===== src/rtl/obi_ram_bridge.sv =====
// OBI-style data port bridge in front of the testbench RAM.
// Grants core requests after an optional stall, issues the RAM access in the
// handshake cycle, and returns in-order responses after a fixed delay.
// Addresses outside the RAM window never reach the RAM and answer with err_o.
`timescale 1ns/1ps

module obi_ram_bridge #(
  parameter int unsigned ADDR_WIDTH      = 22,
  parameter int unsigned GNT_STALL       = 0,
  parameter int unsigned RESP_DELAY      = 1,
  parameter int unsigned MAX_OUTSTANDING = 2
) (
  input  logic                  clk_i,
  input  logic                  rst_ni,
  // core side
  input  logic                  req_i,
  output logic                  gnt_o,
  input  logic [31:0]           addr_i,
  input  logic                  we_i,
  input  logic [3:0]            be_i,
  input  logic [31:0]           wdata_i,
  output logic                  rvalid_o,
  output logic [31:0]           rdata_o,
  output logic                  err_o,
  // RAM side
  output logic                  ram_en_o,
  output logic [ADDR_WIDTH-1:0] ram_addr_o,
  output logic                  ram_we_o,
  output logic [3:0]            ram_be_o,
  output logic [31:0]           ram_wdata_o,
  input  logic [31:0]           ram_rdata_i
);

  localparam int unsigned OUT_W = $clog2(MAX_OUTSTANDING + 1);
  localparam int unsigned LAST  = RESP_DELAY - 1;

  typedef enum logic [1:0] {
    S_IDLE,
    S_STALL,
    S_GRANT
  } state_e;

  state_e            state_q;
  logic [3:0]        stall_cnt_q;
  logic [OUT_W-1:0]  out_cnt_q;
  logic              run_q;

  // Response tag pipeline: valid, returns-read-data, error.
  logic [LAST:0]     pv_q;
  logic [LAST:0]     pr_q;
  logic [LAST:0]     pe_q;

  logic              grant_window;
  logic              slot_free;
  logic              hs;
  logic              in_range;
  logic              resp_valid;
  logic [31:0]       resp_data;

  assign in_range   = (addr_i >> ADDR_WIDTH) == 32'd0;
  assign resp_valid = pv_q[LAST];

  // Grant qualification: window from the FSM, slot from the outstanding count.
  always_comb begin
    // NOTE: every always_comb output gets a default first so no path can leave it unassigned and infer a latch.
    grant_window = 1'b0;
    unique case (state_q)
      // With no stall configured, IDLE grants at once so a fresh request is granted the cycle it rises.
      S_IDLE:  grant_window = (GNT_STALL == 0);
      // The last counted stall cycle already grants, so gnt_o lands exactly GNT_STALL cycles after req_i.
      S_STALL: grant_window = (stall_cnt_q == 4'(GNT_STALL));
      S_GRANT: grant_window = 1'b1;
      default: grant_window = 1'b0;
    endcase
    // A response leaving this cycle frees a slot, so a full bridge may still grant.
    slot_free = (out_cnt_q < OUT_W'(MAX_OUTSTANDING)) || resp_valid;
    gnt_o     = run_q && req_i && grant_window && slot_free;
    hs        = gnt_o;
  end

  // RAM access is issued combinationally in the handshake cycle only.
  always_comb begin
    ram_en_o    = hs && in_range;
    ram_we_o    = hs && in_range && we_i;
    ram_addr_o  = hs ? addr_i[ADDR_WIDTH-1:0] : '0;
    ram_be_o    = hs ? be_i : 4'h0;
    ram_wdata_o = hs ? wdata_i : 32'h0;
  end

  // Keeps gnt_o low while reset is asserted, even if req_i is already high.
  always_ff @(posedge clk_i or negedge rst_ni) begin
    if (!rst_ni) run_q <= 1'b0;
    else         run_q <= 1'b1;
  end

  // Grant FSM with stall counter; a dropped request always returns to IDLE.
  always_ff @(posedge clk_i or negedge rst_ni) begin
    // NOTE: sequential state uses non-blocking assignments so every flop samples pre-edge values.
    if (!rst_ni) begin
      state_q     <= S_IDLE;
      stall_cnt_q <= 4'd0;
    end else begin
      unique case (state_q)
        S_IDLE: begin
          stall_cnt_q <= 4'd0;
          if (req_i) begin
            if (GNT_STALL == 0) begin
              state_q <= S_GRANT;
            end else begin
              // The IDLE cycle that sees req_i counts as the first stall cycle.
              state_q     <= S_STALL;
              stall_cnt_q <= 4'd1;
            end
          end
        end
        S_STALL: begin
          if (!req_i) begin
            state_q     <= S_IDLE;
            stall_cnt_q <= 4'd0;
          end else if (stall_cnt_q == 4'(GNT_STALL)) begin
            // Granted here: restart the stall; blocked by a full bridge: wait in GRANT.
            state_q     <= hs ? S_IDLE : S_GRANT;
            stall_cnt_q <= 4'd0;
          end else begin
            stall_cnt_q <= stall_cnt_q + 4'd1;
          end
        end
        S_GRANT: begin
          stall_cnt_q <= 4'd0;
          if (hs) begin
            state_q <= (GNT_STALL == 0) ? S_GRANT : S_IDLE;
          end else if (!req_i) begin
            state_q <= S_IDLE;
          end
        end
        default: begin
          state_q     <= S_IDLE;
          stall_cnt_q <= 4'd0;
        end
      endcase
    end
  end

  // Outstanding count: up on handshake, down on response, unchanged when both.
  always_ff @(posedge clk_i or negedge rst_ni) begin
    if (!rst_ni) begin
      out_cnt_q <= '0;
    end else begin
      unique case ({hs, resp_valid})
        2'b10:   out_cnt_q <= out_cnt_q + OUT_W'(1);
        2'b01:   out_cnt_q <= out_cnt_q - OUT_W'(1);
        default: out_cnt_q <= out_cnt_q;
      endcase
    end
  end

  // Response tag shift pipeline; reset flushes every in-flight response.
  always_ff @(posedge clk_i or negedge rst_ni) begin
    if (!rst_ni) begin
      pv_q <= '0;
      pr_q <= '0;
      pe_q <= '0;
    end else begin
      pv_q[0] <= hs;
      pr_q[0] <= hs && in_range && !we_i;
      pe_q[0] <= hs && !in_range;
      for (int i = 1; i < RESP_DELAY; i++) begin
        pv_q[i] <= pv_q[i-1];
        pr_q[i] <= pr_q[i-1];
        pe_q[i] <= pe_q[i-1];
      end
    end
  end

  // Read data travels beside its tag. Stage 0 is the RAM output itself, which
  // is valid exactly one cycle after the handshake.
  if (RESP_DELAY == 1) begin : g_data_direct
    assign resp_data = ram_rdata_i;
  end else begin : g_data_pipe
    logic [31:0] pd_q [RESP_DELAY-1];

    // Data stages carry no reset; their contents only matter under a valid tag.
    always_ff @(posedge clk_i) begin
      // NOTE: datapath storage is deliberately left unreset; the reset tag valids already mask it.
      pd_q[0] <= ram_rdata_i;
      for (int i = 1; i < RESP_DELAY - 1; i++) begin
        pd_q[i] <= pd_q[i-1];
      end
    end

    assign resp_data = pd_q[RESP_DELAY-2];
  end

  // Response outputs are zero outside the single rvalid_o cycle.
  always_comb begin
    rvalid_o = resp_valid;
    err_o    = resp_valid && pe_q[LAST];
    rdata_o  = (resp_valid && pr_q[LAST]) ? resp_data : 32'h0;
  end

endmodule


===== config.mk =====
export PLATFORM = sky130hd
export DESIGN_NAME = obi_ram_bridge
export DESIGN_NICKNAME = d
export VERILOG_FILES = /design/src/rtl/obi_ram_bridge.sv
export SDC_FILE = /design/constraint.sdc
export NUM_CORES = 1
export LEC_CHECK = 0
export ABC_CLOCK_PERIOD_IN_PS = 3800
export BUFFER_PORTS_ARGS = -buffer_cell sky130_fd_sc_hd__clkbuf_2
export CAP_MARGIN = 20
export CORE_AREA = 2 2 77 79
export DETAILED_ROUTE_END_ITERATION = 10
export DIE_AREA = 0 0 79 81
export PLACE_DENSITY = 0.65
export REMOVE_ABC_BUFFERS = 1
export SLEW_MARGIN = 25
export SYNTH_ARGS = -nofsm -noshare
export SYNTH_HDL_FRONTEND = slang
export SYNTH_SLANG_ARGS = --single-unit

===== constraint.sdc =====
create_clock -name clk_i -period 3.8 [get_ports clk_i]
set_clock_uncertainty 0.2 [all_clocks]
set_input_delay 0.38 -clock clk_i [delete_from_list [all_inputs] [get_ports clk_i]]
set_output_delay 0.38 -clock clk_i [all_outputs]
set_load 0.02 [all_outputs]

; ---- Yosys cells after proc, flatten, opt, wreduce, memory -nomap -nowiden
; Cells that the tools add are included.
; W data, S select, Z words.
[classes]
mux = 16
n_addsub = 3
magnitude_cmp = 1
eq_ne = 7
reduce_logical = 18
[ops]
columns = op, count
row1 = $mux W32, 2
row2 = $logic_not A32 Y1, 1
row3 = $mux W22, 1
row4 = $mux W4, 4
row5 = $mux W2, 6
row6 = $logic_and A1 B1 Y1, 9
row7 = $ne A3 B3 Y1 const B, 2
row8 = $pmux W2 S3, 1
row9 = $add A4 B1 Y4 const B, 1
row10 = $eq A2 B1 Y1 const B, 2
row11 = $eq A2 B2 Y1 const B, 2
row12 = $logic_not A4 Y1, 1
row13 = $pmux W2 S2, 1
row14 = $reduce_and A3 Y1, 1
row15 = $add A2 B1 Y2 const B, 1
row16 = $logic_not A1 Y1, 2
row17 = $logic_not A2 Y1, 1
row18 = $lt A2 B2 Y1 const B, 1
row19 = $ne A2 B2 Y1 const B, 1
row20 = $pmux W1 S2, 1
row21 = $reduce_bool A2 Y1, 1
row22 = $reduce_or A2 Y1, 1
row23 = $sub A2 B1 Y2 const B, 1
row24 = $logic_or A1 B1 Y1, 1
[word_totals]
input_bits = 104
wordCells = 52
reg_bits = 12

; ---- Logic depth before layout (Yosys ltp)
[logic_depth]
ltp_word = 9
depth_mapped = 7
depth_no_buf = 7

; ---- Worst setup path before layout
; OpenSTA, ideal clock, no wires.
[synth_timing]
kind = reg-to-output
from = register pv_q (netlist: rvalid_o)
to = output port ram_wdata_o[22]
arrival_ns = 1.184
required_time_ns = 3.220
setup_slack_ns = 2.036
stages_incl_launch_ff = 4
path_buffers = 1
path_cell_list = dfrtp_1 > o211a_4 > buf_6 > and2_1
[synth_via]
elab_chain_len = 3
[synth_rtl]
columns = item, line
row1 = start: declaration, 49  ; logic [LAST:0] pv_q;
row2 = start signal: indexed assignment, 168  ; pv_q[i] <= pv_q[i-1];
row3 = $logic_or A1 B1 Y1, 76  ; slot_free = (out_cnt_q < OUT_W'(MAX_OUTSTANDING)) || resp_valid;
row4 = $logic_and A1 B1 Y1, 77  ; gnt_o = run_q && req_i && grant_window && slot_free;
row5 = net gnt_o, 17  ; output logic gnt_o,
row6 = $mux W32, 87  ; ram_wdata_o = hs ? wdata_i : 32'h0;
row7 = end: declaration, 30  ; output logic [31:0] ram_wdata_o,
; The timed path passes the listed nets, and every way through them passes these cells.

; ---- Worst setup path in the final report
[layout_timing]
from = register pv_q (netlist: rvalid_o)
to = output port ram_en_o
[layout_via]
elab_chain_len = 3
[layout_rtl]
columns = item, line
row1 = $logic_or A1 B1 Y1, 76
row2 = $logic_and A1 B1 Y1, 77
row3 = $logic_and A1 B1 Y1, 83  ; ram_en_o = hs && in_range;
row4 = end: declaration, 26  ; output logic ram_en_o,
; No other way between the ends.

==> metrics.cfg <==
[outcome]
status=finished, final reports clean

[placed_design]
place_area_sq_um=1930
dp_hpwl_um=3420
routabilityCongestion=0.742
place.port_buffers=198
pre_cts_slack_ns=1.38
place_inst=388

[flow_run]
drv_cap=0

[grt]
gr-total-overflow=0
grt_pass1_vias=1300
grt_usage=0.105
grt_max_degree=63
antenna_found_initial=0
grt_pass1_wl_um=5440

[finish]
finalCoreUtilization=0.350
fin_nets=424
nFillCells=628
insertedDiodeCount=0
layout_common_cells=clkbuf_2 (198), and2_1 (59), and3_1 (34)
mostFrequentLayoutCell=clkbuf_2
design_area_sq_um=1990
fin_cells=392
syn_to_final_growth_pct=111
drive_above_1_share=0.647

[die]
die_h_um=81
rows=28
initial_core_util=0.166
core_region_area_sq_um=5680
die_x_um=79
dieArea_sq_um=6400
io_pins=199

[clock_tree]
clock-root-buffer=clkbuf_8
cts_buffers=3
post-cts-setup-buffer-count=0
path_clk_slew_ns=0.04
h-tree-depth=1
cts_buffer_depth=2
clkLatencyLatePin_ns=0.22
cts_tree=yes
cts_sinks=6

[route]
wl_per_cell_um=10.2
post_drt_via_cell_ratio=3.97
num_vias=1557
dr.pass1.iters=4
drt-initial-drc-count=27
drcViolationCount=0
postRouteAntennaNets=0
drt-total-wl_um=4020

[sta]
final.setup.tns_ns=0
max_slew_margin=0.466
max_freq_ghz=0.384
post-route-period-util=0.685
hold_violations=0
rsz0062_at_grt=false
final-setup-viol-count=0
fin_crit_ns=2.60
slew_violations=0
fin_ws_ns=1.20
tightestPinTransition_ns=0.800

[min_path]
hold_path.class=in -> reg

[logic_synthesis]
synth_area_sq_um=940
synth.avg_cell_area_sq_um=7.40
yosysSeqAreaShare=0.160
synthTopCellsByArea=and2_1 (39%), and3_1 (23%), dfrtp_1 (16%)
synth_cells=127
yosysTopAreaCell=and2_1
ys_ff_latch=6
ys_types=15
yosysWarnings=0
yosysTopAreaCellShare=0.393

[worst_setup_path]
crit_path_start_kind=register
crit_path_max_fanout=62
cp-end-kind=output pin
crit_arrival_ns=2.02
worst-setup-path-type=reg -> out
required_ns=3.22

[power]
p_per_area_nw_per_um2=106
p_leak_nw=1.39
ir_drop_uv=64.7

==> registers in the layout, summed over array words and instances (netlist names) <==
name and cells:
out_cnt_q 2, pr_q 1, rvalid_o 1, run_q 1, pe_q 1
==> area by class of cell <==
cell class	count	area (sq um)	share of cell area
Clock buffer	3	41.3	0.0208
Inverter	2	7.51	0.00378
Multi-Input combinational cell	107	692	0.348
Sequential cell	6	150	0.0756
Tap cell	75	93.8	0.0473
Timing Repair Buffer	199	1000	0.504
==> synth_stat cells <==
cell type  instances
conb_1             1
nor3_1             1
and2_1            59
inv_2              1
nor4_2             2
nand3_1            1
buf_6              6
ha_1               1
xnor2_1            3
o211a_4            1
and3_1            34
nor2_1             4
inv_1              1
dfrtp_1            6
clkbuf_1           6
==> cell families after synthesis <==
family                   share of synthesized area
flip-flops                                   0.160
XOR/XNOR                                    0.0280
AO/OA/AOI/OAI                               0.0186
other                                      0.00399
buffers and inverters                        0.104
adder cells (fa/ha/maj)                     0.0133
AND/OR/NAND/NOR                              0.672
==> what timing repair did <==
| action | 4_1_cts | 5_1_grt |
|---|---|---|
| hold endpoints to repair | 6 | 0 |
| hold buffers | 1 | 0 |
| resized for setup | 0 | 0 |
==> path summary, 6_finish.rpt <==
check | startpoint | end | slack (ns) | cells after the start
min in group asynchronous | rst_ni | pr_q | 0.32 | 2
worst min register to register | out_cnt_q[0] | out_cnt_q[0] | 0.29 | 1
max in group asynchronous | rst_ni | rvalid_o | 2.92 | 2
worst max-delay path | rvalid_o | ram_en_o | 1.20 | 4
worst max register to register | rvalid_o | out_cnt_q[1] | 1.42 | 5
worst min-delay path | we_i | pr_q | 0.13 | 2
==> routing by layer <==
metal | global-route usage | routed length [um] | vias up
met2 | 0.213 | 2010 | 116
met3 | 0.0267 | 548 | 2
li1 | - | - | 790
met1 | 0.102 | 1440 | 649
met5 | 0 | 0 | -
met4 | 0.0362 | 22 | 0
==> critical path: stages (launching register included) <==
cell and delay [ns]:
dfrtp_1 0.85, o211a_4 0.54, inv_2 0.10, nor2_1 0.12
clkbuf_2 0.17
==> through the flow <==
| step | total power [W] | hold slack [ns] |
|---|---|---|
| 2_1_floorplan | 0.0000677 | -0.116 |
| 3_3_place_gp | 0.000118 | 0.0134 |
| 3_5_place_dp | 0.000118 | 0.0191 |
| 4_1_cts | 0.000217 | 0.127 |
| 5_1_grt | 0.000224 | 0.146 |
| 6_report | 0.000211 | 0.133 |
==> power by group <==
part	leakage (nW)	switching, W	total (W)	internal [W]
combinational	1.30	0.0000140	0.0000524	0.0000384
sequential	0.0763	0.000000205	0.0000650	0.0000648
clock	0.0216	0.0000260	0.0000939	0.0000679
Power figures use the tool's default switching activity.
